==> src/rtl/tap_period_if.sv <==
// Tap-tempo bus: timepulse and debounced button in, averaged period and status out.
interface tap_period_if #(
  parameter int PER_W = 20
);
  logic             tp_i;
  logic             btn_i;
  logic [PER_W-1:0] period_o;
  logic             period_valid_o;
  logic             tapping_o;

  modport master (
    output tp_i, btn_i,
    input  period_o, period_valid_o, tapping_o
  );

  modport slave (
    input  tp_i, btn_i,
    output period_o, period_valid_o, tapping_o
  );
endinterface

==> src/rtl/tap_period.sv <==
// Tap-tempo period meter: measures intervals between button taps in timepulse units
// and reports the average of the last four accepted intervals.
module tap_period #(
  parameter int PER_W       = 20,
  parameter int MIN_CNT     = 48_828,
  parameter int TIMEOUT_CNT = 390_625
) (
  input  logic         clk_i,
  input  logic         rst_i,
  tap_period_if.slave  tap
);

  localparam logic [PER_W-1:0] MIN_V = PER_W'(MIN_CNT);
  localparam logic [PER_W-1:0] TMO_V = PER_W'(TIMEOUT_CNT);

  typedef enum logic {S_IDLE, S_COUNT} state_t;

  state_t           r_state, w_state_nxt;
  logic             r_btn_d;
  logic             w_rise;
  logic [PER_W-1:0] r_cnt, w_cnt_nxt;
  logic [PER_W-1:0] r_hist [4];
  logic             r_empty;
  logic             w_push, w_clr;
  logic             r_push_d;
  logic [PER_W+1:0] w_sum;
  logic [PER_W-1:0] r_period;
  logic             r_valid;
  logic             r_tapping;

  assign w_rise = tap.btn_i & ~r_btn_d;

  always_ff @(posedge clk_i or posedge rst_i) begin
    if (rst_i) begin
      r_state <= S_IDLE;
      r_cnt   <= '0;
      r_btn_d <= 1'b0;
    end else begin
      r_state <= w_state_nxt;
      r_cnt   <= w_cnt_nxt;
      r_btn_d <= tap.btn_i;
    end
  end

  always_comb begin
    w_state_nxt = r_state;
    w_cnt_nxt   = r_cnt;
    w_push      = 1'b0;
    w_clr       = 1'b0;
    unique case (r_state)
      S_IDLE: begin
        w_cnt_nxt = '0;
        if (w_rise) begin
          w_state_nxt = S_COUNT;
          w_clr       = 1'b1;
        end
      end
      S_COUNT: begin
        // Timeout takes priority: a tap landing on it starts a fresh sequence.
        if (r_cnt == TMO_V) begin
          w_cnt_nxt = '0;
          w_clr     = 1'b1;
          if (!w_rise) w_state_nxt = S_IDLE;
        end else if (w_rise && (r_cnt >= MIN_V)) begin
          w_push    = 1'b1;
          w_cnt_nxt = '0;
        end else if (tap.tp_i) begin
          w_cnt_nxt = r_cnt + PER_W'(1);
        end
      end
      default: begin
        w_state_nxt = S_IDLE;
        w_cnt_nxt   = '0;
      end
    endcase
  end

  // First push into an empty history fills every slot so the average starts at that interval.
  always_ff @(posedge clk_i or posedge rst_i) begin
    if (rst_i) begin
      for (int unsigned i = 0; i < 4; i++) r_hist[i] <= '0;
      r_empty <= 1'b1;
    end else if (w_clr) begin
      r_empty <= 1'b1;
    end else if (w_push) begin
      r_empty <= 1'b0;
      if (r_empty) begin
        for (int unsigned i = 0; i < 4; i++) r_hist[i] <= r_cnt;
      end else begin
        for (int unsigned i = 3; i > 0; i--) r_hist[i] <= r_hist[i-1];
        r_hist[0] <= r_cnt;
      end
    end
  end

  always_comb begin
    w_sum = {2'b00, r_hist[0]} + {2'b00, r_hist[1]}
          + {2'b00, r_hist[2]} + {2'b00, r_hist[3]};
  end

  always_ff @(posedge clk_i or posedge rst_i) begin
    if (rst_i) begin
      r_push_d  <= 1'b0;
      r_valid   <= 1'b0;
      r_period  <= '0;
      r_tapping <= 1'b0;
    end else begin
      r_push_d  <= w_push;
      r_valid   <= r_push_d;
      r_tapping <= (w_state_nxt == S_COUNT);
      if (r_push_d) r_period <= PER_W'(w_sum >> 2);
    end
  end

  assign tap.period_o       = r_period;
  assign tap.period_valid_o = r_valid;
  assign tap.tapping_o      = r_tapping;

endmodule

==> src/flat_wrapper.sv <==
// flat-port wrapper written by rule: the top's interface ports become plain ports
module tap_period_flat 
#(
  parameter int PER_W       = 20,
  parameter int MIN_CNT     = 48_828,
  parameter int TIMEOUT_CNT = 390_625
)
  (clk_i, rst_i, tap_tp_i, tap_btn_i, tap_period_o, tap_period_valid_o, tap_tapping_o);
  tap_period_if #(.PER_W(PER_W)) tap_i ();
  input  logic clk_i;
  input  logic rst_i;
  input wire logic [$bits(tap_i.tp_i)-1:0] tap_tp_i;
  input wire logic [$bits(tap_i.btn_i)-1:0] tap_btn_i;
  output wire logic [$bits(tap_i.period_o)-1:0] tap_period_o;
  output wire logic [$bits(tap_i.period_valid_o)-1:0] tap_period_valid_o;
  output wire logic [$bits(tap_i.tapping_o)-1:0] tap_tapping_o;
  assign tap_i.tp_i = tap_tp_i;
  assign tap_i.btn_i = tap_btn_i;
  assign tap_period_o = tap_i.period_o;
  assign tap_period_valid_o = tap_i.period_valid_o;
  assign tap_tapping_o = tap_i.tapping_o;
  tap_period #(.PER_W(PER_W), .MIN_CNT(MIN_CNT), .TIMEOUT_CNT(TIMEOUT_CNT)) u_core (.clk_i(clk_i), .rst_i(rst_i), .tap(tap_i));
endmodule
==> config.mk <==
export PLATFORM = sky130hd
export DESIGN_NAME = tap_period_flat
export DESIGN_NICKNAME = d
export VERILOG_FILES = /design/src/rtl/tap_period_if.sv /design/src/rtl/tap_period.sv /design/src/flat_wrapper.sv
export SDC_FILE = /design/constraint.sdc
export NUM_CORES = 1
export LEC_CHECK = 0
export CAP_MARGIN = 30
export CORE_AREA = 2 2 132 134
export DETAILED_ROUTE_END_ITERATION = 10
export DIE_AREA = 0 0 134 136
export MAX_ROUTING_LAYER = met4
export PLACE_DENSITY = 0.72
export SETUP_SLACK_MARGIN = 0.4
export SYNTH_ARGS = -nofsm -noshare
export SYNTH_HDL_FRONTEND = slang
export SYNTH_SLANG_ARGS = --single-unit
==> constraint.sdc <==
create_clock -name clk_i -period 5.7 [get_ports clk_i]
set_input_delay 1.425 -clock clk_i [delete_from_list [all_inputs] [get_ports clk_i]]
set_output_delay 1.425 -clock clk_i [all_outputs]
set_load 0.01 [all_outputs]
**Word level (Yosys, flattened, before mapping)**

Index checks and enable logic that the tools add are counted.

- Flip-flop bits (word level): 125
- Input bits: 4
- Output and inout bits: 22
- Word-level logic and storage cells: 40

- $add $sub $neg: 4
- Order comparisons: 1
- Equal/unequal tests: 2
- Mux-type cells: 15
- Bitwise gates (word level): 4
- Reductions and logical operators: 3

Operators with widths:

| cell | number |
|---|---|
| 20-bit two-way mux | 3 |
| 60-bit two-way mux | 1 |
| 22-bit by 20-bit adder with 22-bit output | 2 |
| 20-bit case mux with 2 select lines | 1 |
| 20-bit by 20-bit adder with 21-bit output | 1 |
| 20-bit by 1-bit adder with 20-bit output, second input constant | 1 |
| 20-bit by 19-bit == test with 1-bit output, second input constant | 1 |
| 20-bit by 16-bit greater-or-equal comparator with 1-bit output, second input constant | 1 |
| 1-bit two-way mux | 8 |
| 4-bit inequality test, second input constant | 1 |
| 1-bit case mux with 2 select lines | 2 |
| 1-bit inverter | 3 |
| 2-bit AND reduction | 1 |
| 2-bit nonzero test | 1 |
| 1-bit bitwise AND | 1 |
| 1-bit logical AND | 1 |

**Longest topological paths before layout**

Gate-level depths: netlist of the first run.

- Depth in word-level cells: 8
- Depth in mapped cells: 18
- Depth with buffers taken out: 17

**Worst setup path before layout of the first run**

OpenSTA, ideal clock, no wires.

- Path type: reg-to-reg
- Start point: register u_core.r_hist[40] (netlist name)
- End point: register u_core.r_period[16] (netlist: u_core.tap.period_o[16])
- Library setup time: 0.131 ns
- Arrival: 4.146 ns
- Required time: 5.569 ns
- Slack: 1.423 ns
- Cell stages (with the launch flop): 17
- Path buffers: 1
- Clock period less this slack: 4.277 ns
- Path through: dfrtp_1 -> ha_1 -> fa_1 -> a21oi_1 -> o21ai_0 -> a211oi_1 -> nor2_1 -> a31oi_1 -> xor2_1 -> fa_1 -> inv_1 -> ha_1 -> clkbuf_1 -> and3_1 -> a311oi_1 -> o21ai_0 -> or3_1

- Longest elaborated chain between the ends: 3

RTL lines:

| what | line | text |
|---|---|---|
| start, declared | tap_period.sv:22 | `logic [PER_W-1:0] r_hist [4];` |
| 20-bit by 20-bit adder with 21-bit output | tap_period.sv:97 | `w_sum = {2'b00, r_hist[0]} + {2'b00, r_hist[1]}` |
| 22-bit by 20-bit adder with 22-bit output (2 in series) | tap_period.sv:98 | `+ {2'b00, r_hist[2]} + {2'b00, r_hist[3]};` |
| end signal, assigned | tap_period.sv:111 | `if (r_push_d) r_period <= PER_W'(w_sum >> 2);` |
| end, declared | tap_period.sv:27 | `logic [PER_W-1:0] r_period;` |

No other way between the ends.
A chain may end at the register's enable or synchronous reset.

**Worst setup path in the final report of the first run**

Same ends and word-level chain as after synthesis.

==> impl_metrics.tcl, run 1 <==
set metrics [dict create \
    intPower_mw 1.81 \
    wl_per_cell_um 14.8 \
    cts-htree-levels 4 \
    clk_pin_slew_ps 60 \
    tightestPinTransition_ps 926 \
    totalWireLength_um 16200 \
    cts_buffers 17 \
    crit_path_end_kind "register" \
    async_flop_share_pct 100 \
    critPathSlowestCell "a211oi_1" \
    viasPerCell 5.41 \
    yosysSeqAreaShare_pct 38.2 \
    final_common_cell "dfrtp_1" \
    clock_path_buffers 2 \
    synth_top_cell_area_share_pct 37.8 \
    synth_ff_type "dfrtp_1" \
    path_delay_family "compound AO/OA/AOI/OAI gates" \
    slew_headroom_pct 38.3 \
    die_w_um 134 \
    place.gp.congestion 0.851 \
    antenna_found_initial 0 \
    startpoint_type "register" \
    firstDrtPassIters 7 \
    cts_root_buf "clkbuf_16" \
    yosys.area.top_type "dfrtp_1" \
    slowest_delay_ps 600 \
    worstSetupStartpoint "u_core.r_hist[40]" \
    final_hold_viol_count 0 \
    path_max_fanout 10 \
    cts_tree "yes" \
    grt_pass1_wl_um 27900 \
    num_rows 48 \
    dp_hpwl_um 11400 \
    routed.top_layer "met4" \
    cp.arrival_ps 5070 \
    area_growth_pct 11.8 \
    syn_avg_cell_area_um2 9.57 \
    grt-ovfl-total 0 \
    min_from "u_core.tap.period_o[17]" \
    ant_nets 0 \
    yosysWarningCount 0 \
    final_cell_area_um2 9170 \
    synth_edf_count 0 \
    grt_use_total_pct 19.8 \
    ios 26 \
    antennaDiodeCount 0 \
    syn_area_um2 8200 \
    worstSetupPathType "reg2reg" \
    clk_latency_ps 420 \
    hp-class "reg2reg" \
    synth_nets 925 \
    setup-tns-final_ps 0 \
    cts_resized 0 \
    status "finished clean" \
    power_frac_clock_pct 52.3 \
    finalNetCount 921 \
    cp.required_ps 6000 \
    totalPowerFinal_mw 2.36 \
    synth.area.top_cells "dfrtp_1, mux2i_1, ha_1, a21oi_1, fa_1" \
    cts_sinks 125 \
    ys_ff_latch 125 \
    setup_viol 0 \
    postSynthCellCount 857 \
    postCtsHoldBufs 0 \
    drcViolationCount 0 \
    timing.final.crit_period_ps 4780 \
    switching_share_pct 23.3 \
    fmax_mhz 209 \
    initial_core_util_pct 48.6 \
    p_leak_nw 4.76 \
    timing.rr.start "u_core.r_hist[40]" \
    grt_pass1_vias 5661 \
    met1_length_um 7890 \
    place_area_um2 8490 \
    clock_skew_ps 10.0 \
    grt_max_degree 72 \
    core_um2 16900 \
    rsz0062_at_grt "no" \
    powerDensity_nw_per_um2 258 \
    drv_slew 0 \
    fp.dieH_um 136 \
    drive_gt1_share_pct 8.89 \
    fin_crit_sh_pct 83.8 \
    p_sw_mw 0.551 \
    via_count 5905 \
    route.met2.wl_um 7530 \
    pwr-share-seq_pct 42.1 \
    dieArea_um2 18200 \
    synthDistinctLibCells 56 \
    drt_iter0_markers 388 \
    io_buffers 25 \
    peakVddDrop_mv 0.186 \
    final_cell_mix "dfrtp_1, nor2_1, a21oi_1" \
    path_cells "ha_1 -> fa_1 -> a21oi_1 -> o21ai_0 -> a211oi_1 -> nor2_1 -> a31oi_1 -> xor2_1 -> fa_1 -> inv_1 -> ha_1 -> and3_1 -> a311oi_1 -> o21ai_0 -> or3_1" \
    critical_path.n_buffers_inverters 1 \
    maxCapViolCount 0 \
    met3_length_um 510 \
    cts_setup_buffers 0 \
    power.share.combinational_pct 5.6 \
]
## per-stage QoR
stage	hold slack, ps	instances	util (%)	setup slack, ps
floorplan	352	857	-	949
global placement	476	1059	50.3	1020
detailed placement	479	1059	50.3	939
CTS	490	1091	54.3	906
global route	516	1091	54.3	583
finish	490	1091	54.3	924
## final timing paths
check                                     endpoint  slack (ps)  cells past startpoint
max                        u_core.tap.period_o[16]         920                     15
min                        u_core.tap.period_o[17]         490                      2
max reg2reg                u_core.tap.period_o[16]         920                     15
min reg2reg                u_core.tap.period_o[17]         490                      2
max in group asynchronous         u_core.r_cnt[14]        3230                      3
min in group asynchronous   u_core.tap.period_o[0]        1540                      2
## cells in the mapped netlist, drive strengths merged, types with 3 or more instances
| cell | count |
|---|---|
| dfrtp | 124 |
| buf | 22 |
| a31oi | 4 |
| clkbuf | 31 |
| nand3 | 21 |
| a221oi | 3 |
| o21a | 6 |
| ha | 43 |
| nand3b | 3 |
| mux2i | 62 |
| nand2 | 44 |
| mux2 | 33 |
| nor3 | 8 |
| fa | 21 |
| nor4 | 3 |
| inv | 68 |
| a211oi | 3 |
| nand4 | 17 |
| a21o | 12 |
| a21oi | 95 |
| xnor2 | 17 |
| nor2 | 111 |
| xor2 | 31 |
| o211ai | 5 |
| and3 | 9 |
| o21ai | 19 |
| or3 | 3 |
| nor2b | 4 |
| and2 | 5 |
## power groups by stage
stage               Sequential [mW]  Combinational [mW]  Clock, mW
floorplan                     0.935               0.176          0
global placement               1.01               0.129          0
detailed placement             1.01               0.133          0
CTS                           0.994               0.135       1.26
global route                   1.00               0.154       1.30
finish                        0.994               0.131       1.24
## sequential cells by signal, summed over array words and instances (netlist names)
register	flops
u_core.r_hist	80
u_core.r_cnt	20
u_core.tap.period_o	20
u_core.r_btn_d	1
u_core.r_empty	1
u_core.r_push_d	1
u_core.r_state	1
u_core.tap.period_valid_o	1
## cells by family after synthesis
| family | after synthesis | synth area share [%] |
|---|---|---|
| AND/OR/NAND/NOR | 237 | 13.1 |
| XOR/XNOR | 48 | 5.13 |
| flip-flops | 125 | 38.2 |
| buffers and inverters | 122 | 6.88 |
| AO/OA/AOI/OAI | 166 | 12.0 |
| multiplexers | 95 | 13.0 |
| adder cells (fa/ha/maj) | 64 | 11.7 |
## final cells by class
cell class	instances	area, um2
Clock buffer	18	439
Clock inverter	14	240
Fill cell	1443	7710
Inverter	69	262
Multi-Input combinational cell	610	4510
Sequential cell	125	3130
Tap cell	225	282
Timing Repair Buffer	30	300
## worst register-to-register path, cell delays in order, from the launching register on
cell and delay, ps:
dfrtp_1 390, ha_1 230, fa_1 400, a21oi_1 200, o21ai_0 160, a211oi_1 600, nor2_1 150, a31oi_1 270
xor2_1 120, fa_1 490, inv_1 40, ha_1 400, and3_1 280, a311oi_1 410, o21ai_0 140, or3_1 370
## layer usage
metal,global-route usage [%],vias to the layer above
met1,25.8,2832
met2,31.3,105
met4,6.15,0
met5,-,-
met3,4.25,21
li1,-,2947
(Power assumes the default switching activity.)
==> run 2: changes to the inputs <==
PLACE_DENSITY = 0.74   (was 0.72)
clock period = 3.89 ns   (was 5.7 ns; I/O delays follow)
==> impl_metrics.tcl, run 2 (synthesis results as in run 1) <==
set metrics [dict create \
    startpoint_type "register" \
    grt_use_total_pct 22.3 \
    io_buffers 25 \
    cts-htree-levels 4 \
    fin_crit_sh_pct 104 \
    grt_pass1_wl_um 31200 \
    cp.arrival_ps 4390 \
    final_hold_viol_count 0 \
    path_max_fanout 7 \
    hp-class "reg2reg" \
    num_rows 48 \
    drive_gt1_share_pct 25.7 \
    rsz0062_at_grt "yes" \
    antenna_found_initial 0 \
    finalNetCount 1010 \
    firstDrtPassIters 5 \
    largest_reg_flops 80 \
    final_common_cell "dfrtp_1" \
    clk_pin_slew_ps 60 \
    min_from "u_core.tap.period_o[17]" \
    place.gp.congestion 0.879 \
    critPathSlowestCell "or4_1" \
    initial_core_util_pct 48.6 \
    dp_hpwl_um 12400 \
    cp.required_ps 4250 \
    min_path_cells 2 \
    worstSetupStartpoint "u_core.r_hist[60]" \
    timing.rr.start "u_core.r_hist[60]" \
    viasPerCell 5.47 \
    final_cell_area_um2 10400 \
    drcViolationCount 0 \
    totalPowerFinal_mw 3.44 \
    violations "negative setup slack" \
    pwr-share-seq_pct 42.5 \
    setup_ws_ps -142 \
    setup_viol 9 \
    clock_skew_ps 6.41 \
    final_cell_mix "dfrtp_1, nor2_1, buf_4" \
    powerDensity_nw_per_um2 331 \
    power.share.combinational_pct 5.6 \
    largest-register "u_core.r_hist" \
    fmax_mhz 248 \
    totalWireLength_um 19500 \
    cts_root_buf "clkbuf_16" \
    core_um2 16900 \
    slowest_delay_ps 510 \
    grt-ovfl-total 0 \
    grt_max_degree 126 \
    utilization_pct 61.6 \
    maxCapViolCount 0 \
    switching_share_pct 23.8 \
    met3_usage_pct 4.62 \
    grt_use_met2_pct 36.0 \
    hold_end "u_core.tap.period_o[17]" \
    timing.final.crit_period_ps 4030 \
    ant_nets 0 \
    ios 26 \
    area_growth_pct 26.7 \
    clock_path_buffers 2 \
    clk_latency_ps 420 \
    dieArea_um2 18200 \
    via_count 6450 \
    wl_per_cell_um 16.5 \
    grt.busiest_layer "met2" \
    tightestPinTransition_ps 943 \
    postCtsHoldBufs 0 \
    grt_pass1_vias 6279 \
    r2r_setup_slack_ps -140 \
    use_met1_pct 28.0 \
    place_area_um2 9170 \
    drt_iter0_markers 400 \
    crit_path_end_kind "register" \
    peakVddDrop_mv 0.306 \
    drv_slew 0 \
    antennaDiodeCount 0 \
    fp.dieH_um 136 \
    cts_buffers 17 \
    hold_ws_ps 477 \
    path_cells "ha_2 -> fa_2 -> a21oi_4 -> o21ai_2 -> a211oi_2 -> buf_4 -> o211ai_1 -> a21oi_2 -> xor2_2 -> fa_1 -> inv_2 -> ha_4 -> and3_4 -> nand4_1 -> nor3_1 -> or4_1 -> nand3_1" \
    intPower_mw 2.62 \
    power_frac_clock_pct 51.9 \
    slew_headroom_pct 37.1 \
    cts_tree "yes" \
    status "finished with violations" \
    p_sw_mw 0.817 \
    worstSetupPathType "reg2reg" \
    cts_sinks 125 \
    r2r_end "u_core.tap.period_o[18]" \
    r2r_cells 17 \
    die_w_um 134 \
    p_leak_nw 5.23 \
]
-- run 2: cell count changes in the layout (fill, tap and decap cells not counted), moves of 10 or more --
cell	previous run	this run
o21ai_0	19	8
ha_1	43	27
nand2_1	44	33
a21oi_1	95	77
a21oi_2	0	13
ha_4	0	14
nand2_2	0	10
buf_4	4	83
-- run 2: per-stage QoR --
step / setup WS (ps) / TNS (ps) / cells
6_report: -142 / -668 / 1180
5_1_grt: -308 / -2490 / 1180
4_1_cts: -95.4 / -168 / 1170
3_5_place_dp: -203 / -1110 / 1129
3_3_place_gp: -141 / -501 / 1129
2_1_floorplan: -67.7 / -67.7 / 857
-- run 2: power by group through the flow --
stage | Sequential, mW | Combinational (mW) | Clock, mW
2_1_floorplan | 1.37 | 0.258 | 0
3_5_place_dp | 1.48 | 0.193 | 0
3_3_place_gp | 1.48 | 0.188 | 0
4_1_cts | 1.46 | 0.197 | 1.80
5_1_grt | 1.47 | 0.220 | 1.86
6_report | 1.46 | 0.192 | 1.78
-- run 2: worst max-delay path: cells and delay by family, from the launching register on --
kind	cells	cell delay (ps)
AO/OA/AOI/OAI	5	910
adder cells (fa/ha/maj)	4	1280
flip-flops	1	380
buffers and inverters	2	280
AND/OR/NAND/NOR	5	930
XOR/XNOR	1	190
-- run 2: how the worst max path moves through the flow --
stage	to	slack [ps]	depth (start not counted)
floorplan	u_core.tap.period_o[15]	-70	18
global placement	u_core.tap.period_o[17]	-140	17
detailed placement	u_core.tap.period_o[17]	-200	17
CTS	u_core.tap.period_o[18]	-100	17
global route	u_core.tap.period_o[18]	-310	17
finish	u_core.tap.period_o[18]	-140	17
-- run 2: cell type report --
class / instances / area (um2)
clock buffers: 21 / 470
clock inverters: 11 / 186
fillers: 1268 / 6480
inverters: 69 / 263
multi-input cells: 610 / 5040
flip-flops and latches: 125 / 3130
well taps: 225 / 282
repair buffers: 119 / 1010
-- run 2: routing by layer --
layer,up-vias,wire (um)
met5,-,0
met4,0,544
met3,48,620
met2,137,9390
met1,3140,8920
li1,3125,-
-- run 2: timing repair --
item / in CTS / in global routing
resized for setup: 54 / 33
endpoints found under the setup margin: 15 / 15
setup buffers: 9 / 10
gates cloned: 0 / 0
pin swaps: 44 / 35
==> run 3: changes to the inputs <==
ABC_CLOCK_PERIOD_IN_PS = 3890   (was unset)
GPL_TIMING_DRIVEN = 0   (was unset)
==> impl_metrics.tcl, run 3 (synthesis results as in run 1) <==
set metrics [dict create \
    status "finished with violations" \
    violations "negative setup slack" \
    worstSetupPathType "reg2reg" \
    grt-ovfl-total 0 \
    powerDensity_nw_per_um2 349 \
    crit_path_end_kind "register" \
    cts_buffers 17 \
    via_count 6402 \
    die_w_um 134 \
    fin_crit_sh_pct 108 \
    area_growth_pct 25.4 \
    largest_reg_flops 80 \
    tightestPinTransition_ps 819 \
    grt_max_degree 37 \
    fmax_mhz 239 \
    setup_ws_ps -293 \
    cts_sinks 125 \
    dieArea_um2 18200 \
    drcViolationCount 0 \
    clk_latency_ps 430 \
    final_common_cell "dfrtp_1" \
    initial_core_util_pct 48.6 \
    cts_root_buf "clkbuf_16" \
    peakVddDrop_mv 0.312 \
    grt_use_total_pct 22.4 \
    startpoint_type "register" \
    drv_slew 0 \
    io_buffers 24 \
    drive_gt1_share_pct 21.7 \
    firstDrtPassIters 5 \
    path_max_fanout 8 \
    num_rows 48 \
    finalNetCount 997 \
    grt_pass1_vias 6304 \
    wl_per_cell_um 16.5 \
    p_leak_nw 5.14 \
    antennaDiodeCount 0 \
    cts-htree-levels 4 \
    postCtsHoldBufs 0 \
    clock_skew_ps 7.52 \
    drt_iter0_markers 435 \
    cp.required_ps 4200 \
    final_hold_viol_count 0 \
    core_um2 16900 \
    rsz0062_at_grt "yes" \
    antenna_found_initial 0 \
    viasPerCell 5.49 \
    ios 26 \
    timing.final.crit_period_ps 4180 \
    fp.dieH_um 136 \
    clock_path_buffers 2 \
    dp_hpwl_um 13600 \
    totalWireLength_um 19200 \
    ant_nets 0 \
    final_cell_mix "dfrtp_1, nor2_1, a21oi_1" \
    grt_pass1_wl_um 31400 \
    setup-tns-final_ps -2060 \
    largest-register "u_core.r_hist" \
    clk_pin_slew_ps 60 \
    maxCapViolCount 0 \
    hp-class "reg2reg" \
    cts_tree "yes" \
    setup_viol 11 \
    hold_ws_ps 384 \
    slew_headroom_pct 45.4 \
    fill_cells 1347 \
    place.gp.congestion 0.925 \
    cp.arrival_ps 4500 \
    dp_slack_ps -603 \
]
run 3: cell types whose count changed in the layout (fill, tap and decap cells not counted), moves of 5 or more:
| cell | before | now |
|---|---|---|
| buf_8 | 0 | 5 |
| buf_2 | 0 | 6 |
| nand2_1 | 33 | 39 |
| clkbuf_1 | 1 | 25 |
| nand2_2 | 10 | 5 |
| buf_6 | 9 | 16 |
| buf_4 | 83 | 24 |
run 3: power breakdown:
part	total, mW	switching [mW]	internal (mW)
clock	1.89	0.589	1.30
sequential	1.35	0.0127	1.34
combinational	0.349	0.224	0.125
total	3.58	0.825	2.76
run 3: path summary, 6_finish.rpt:
| check | cells past startpoint | slack (ps) | end | start |
|---|---|---|---|---|
| max | 18 | -290 | u_core.tap.period_o[13] | u_core.r_hist[60] |
| min | 0 | 380 | u_core.tap.period_valid_o | u_core.r_push_d |
| max reg2reg | 18 | -290 | u_core.tap.period_o[13] | u_core.r_hist[60] |
| min reg2reg | 0 | 380 | u_core.tap.period_valid_o | u_core.r_push_d |
| max in group asynchronous | 5 | 1920 | u_core.r_hist[39] | rst_i |
| min in group asynchronous | 2 | 930 | u_core.tap.period_o[0] | rst_i |
run 3: routing by layer:
metal | wire length [um] | global-route usage, % | share of wire, % | vias to the layer above
li1 | - | - | - | 3079
met1 | 8730 | 28.4 | 45 | 3134
met2 | 9270 | 36.0 | 48 | 154
met3 | 792 | 3.65 | 4.1 | 35
met4 | 448 | 9.46 | 2.3 | 0
met5 | 0 | - | 0 | -
run 3: critical path, cell delays in order, from the launching register on:
cell and delay [ps]:
dfrtp_1 400, ha_2 220, fa_2 390, a21oi_4 180, o21ai_4 100, a211oi_4 280, buf_6 150, o21bai_1 70
a21oi_2 230, xor2_2 210, fa_1 460, inv_2 80, ha_4 190, buf_8 130, a21o_1 160, a311oi_2 280
o21ai_1 140, xor2_1 160, mux2_4 260
run 3: stage by stage:
| step | area [um2] | power (mW) | instances | utilization [%] |
|---|---|---|---|---|
| global route | 10300 | 3.69 | 1167 | 60.9 |
| CTS | 9910 | 3.60 | 1154 | 58.7 |
| floorplan | 8390 | 1.63 | 857 | - |
| global placement | 8910 | 1.70 | 1106 | 52.8 |
| finish | 10300 | 3.58 | 1167 | 60.9 |
| detailed placement | 8970 | 1.72 | 1109 | 53.2 |
run 3: layout make-up:
cell class	count	area, um2	share of cell area, %
clock inverters	11	236	2.30
flip-flops and latches	125	3130	30.5
well taps	225	282	2.74
repair buffers	53	503	4.89
plain buffers	53	379	3.69
multi-input cells	610	5030	48.9
inverters	69	263	2.56
clock buffers	21	460	4.48
run 3: repair_timing:
item,4_1_cts,5_1_grt
endpoints found under the hold margin,0,0
pin swaps,24,40
resized for setup,29,55
setup endpoints to repair,14,15
setup buffers,13,13
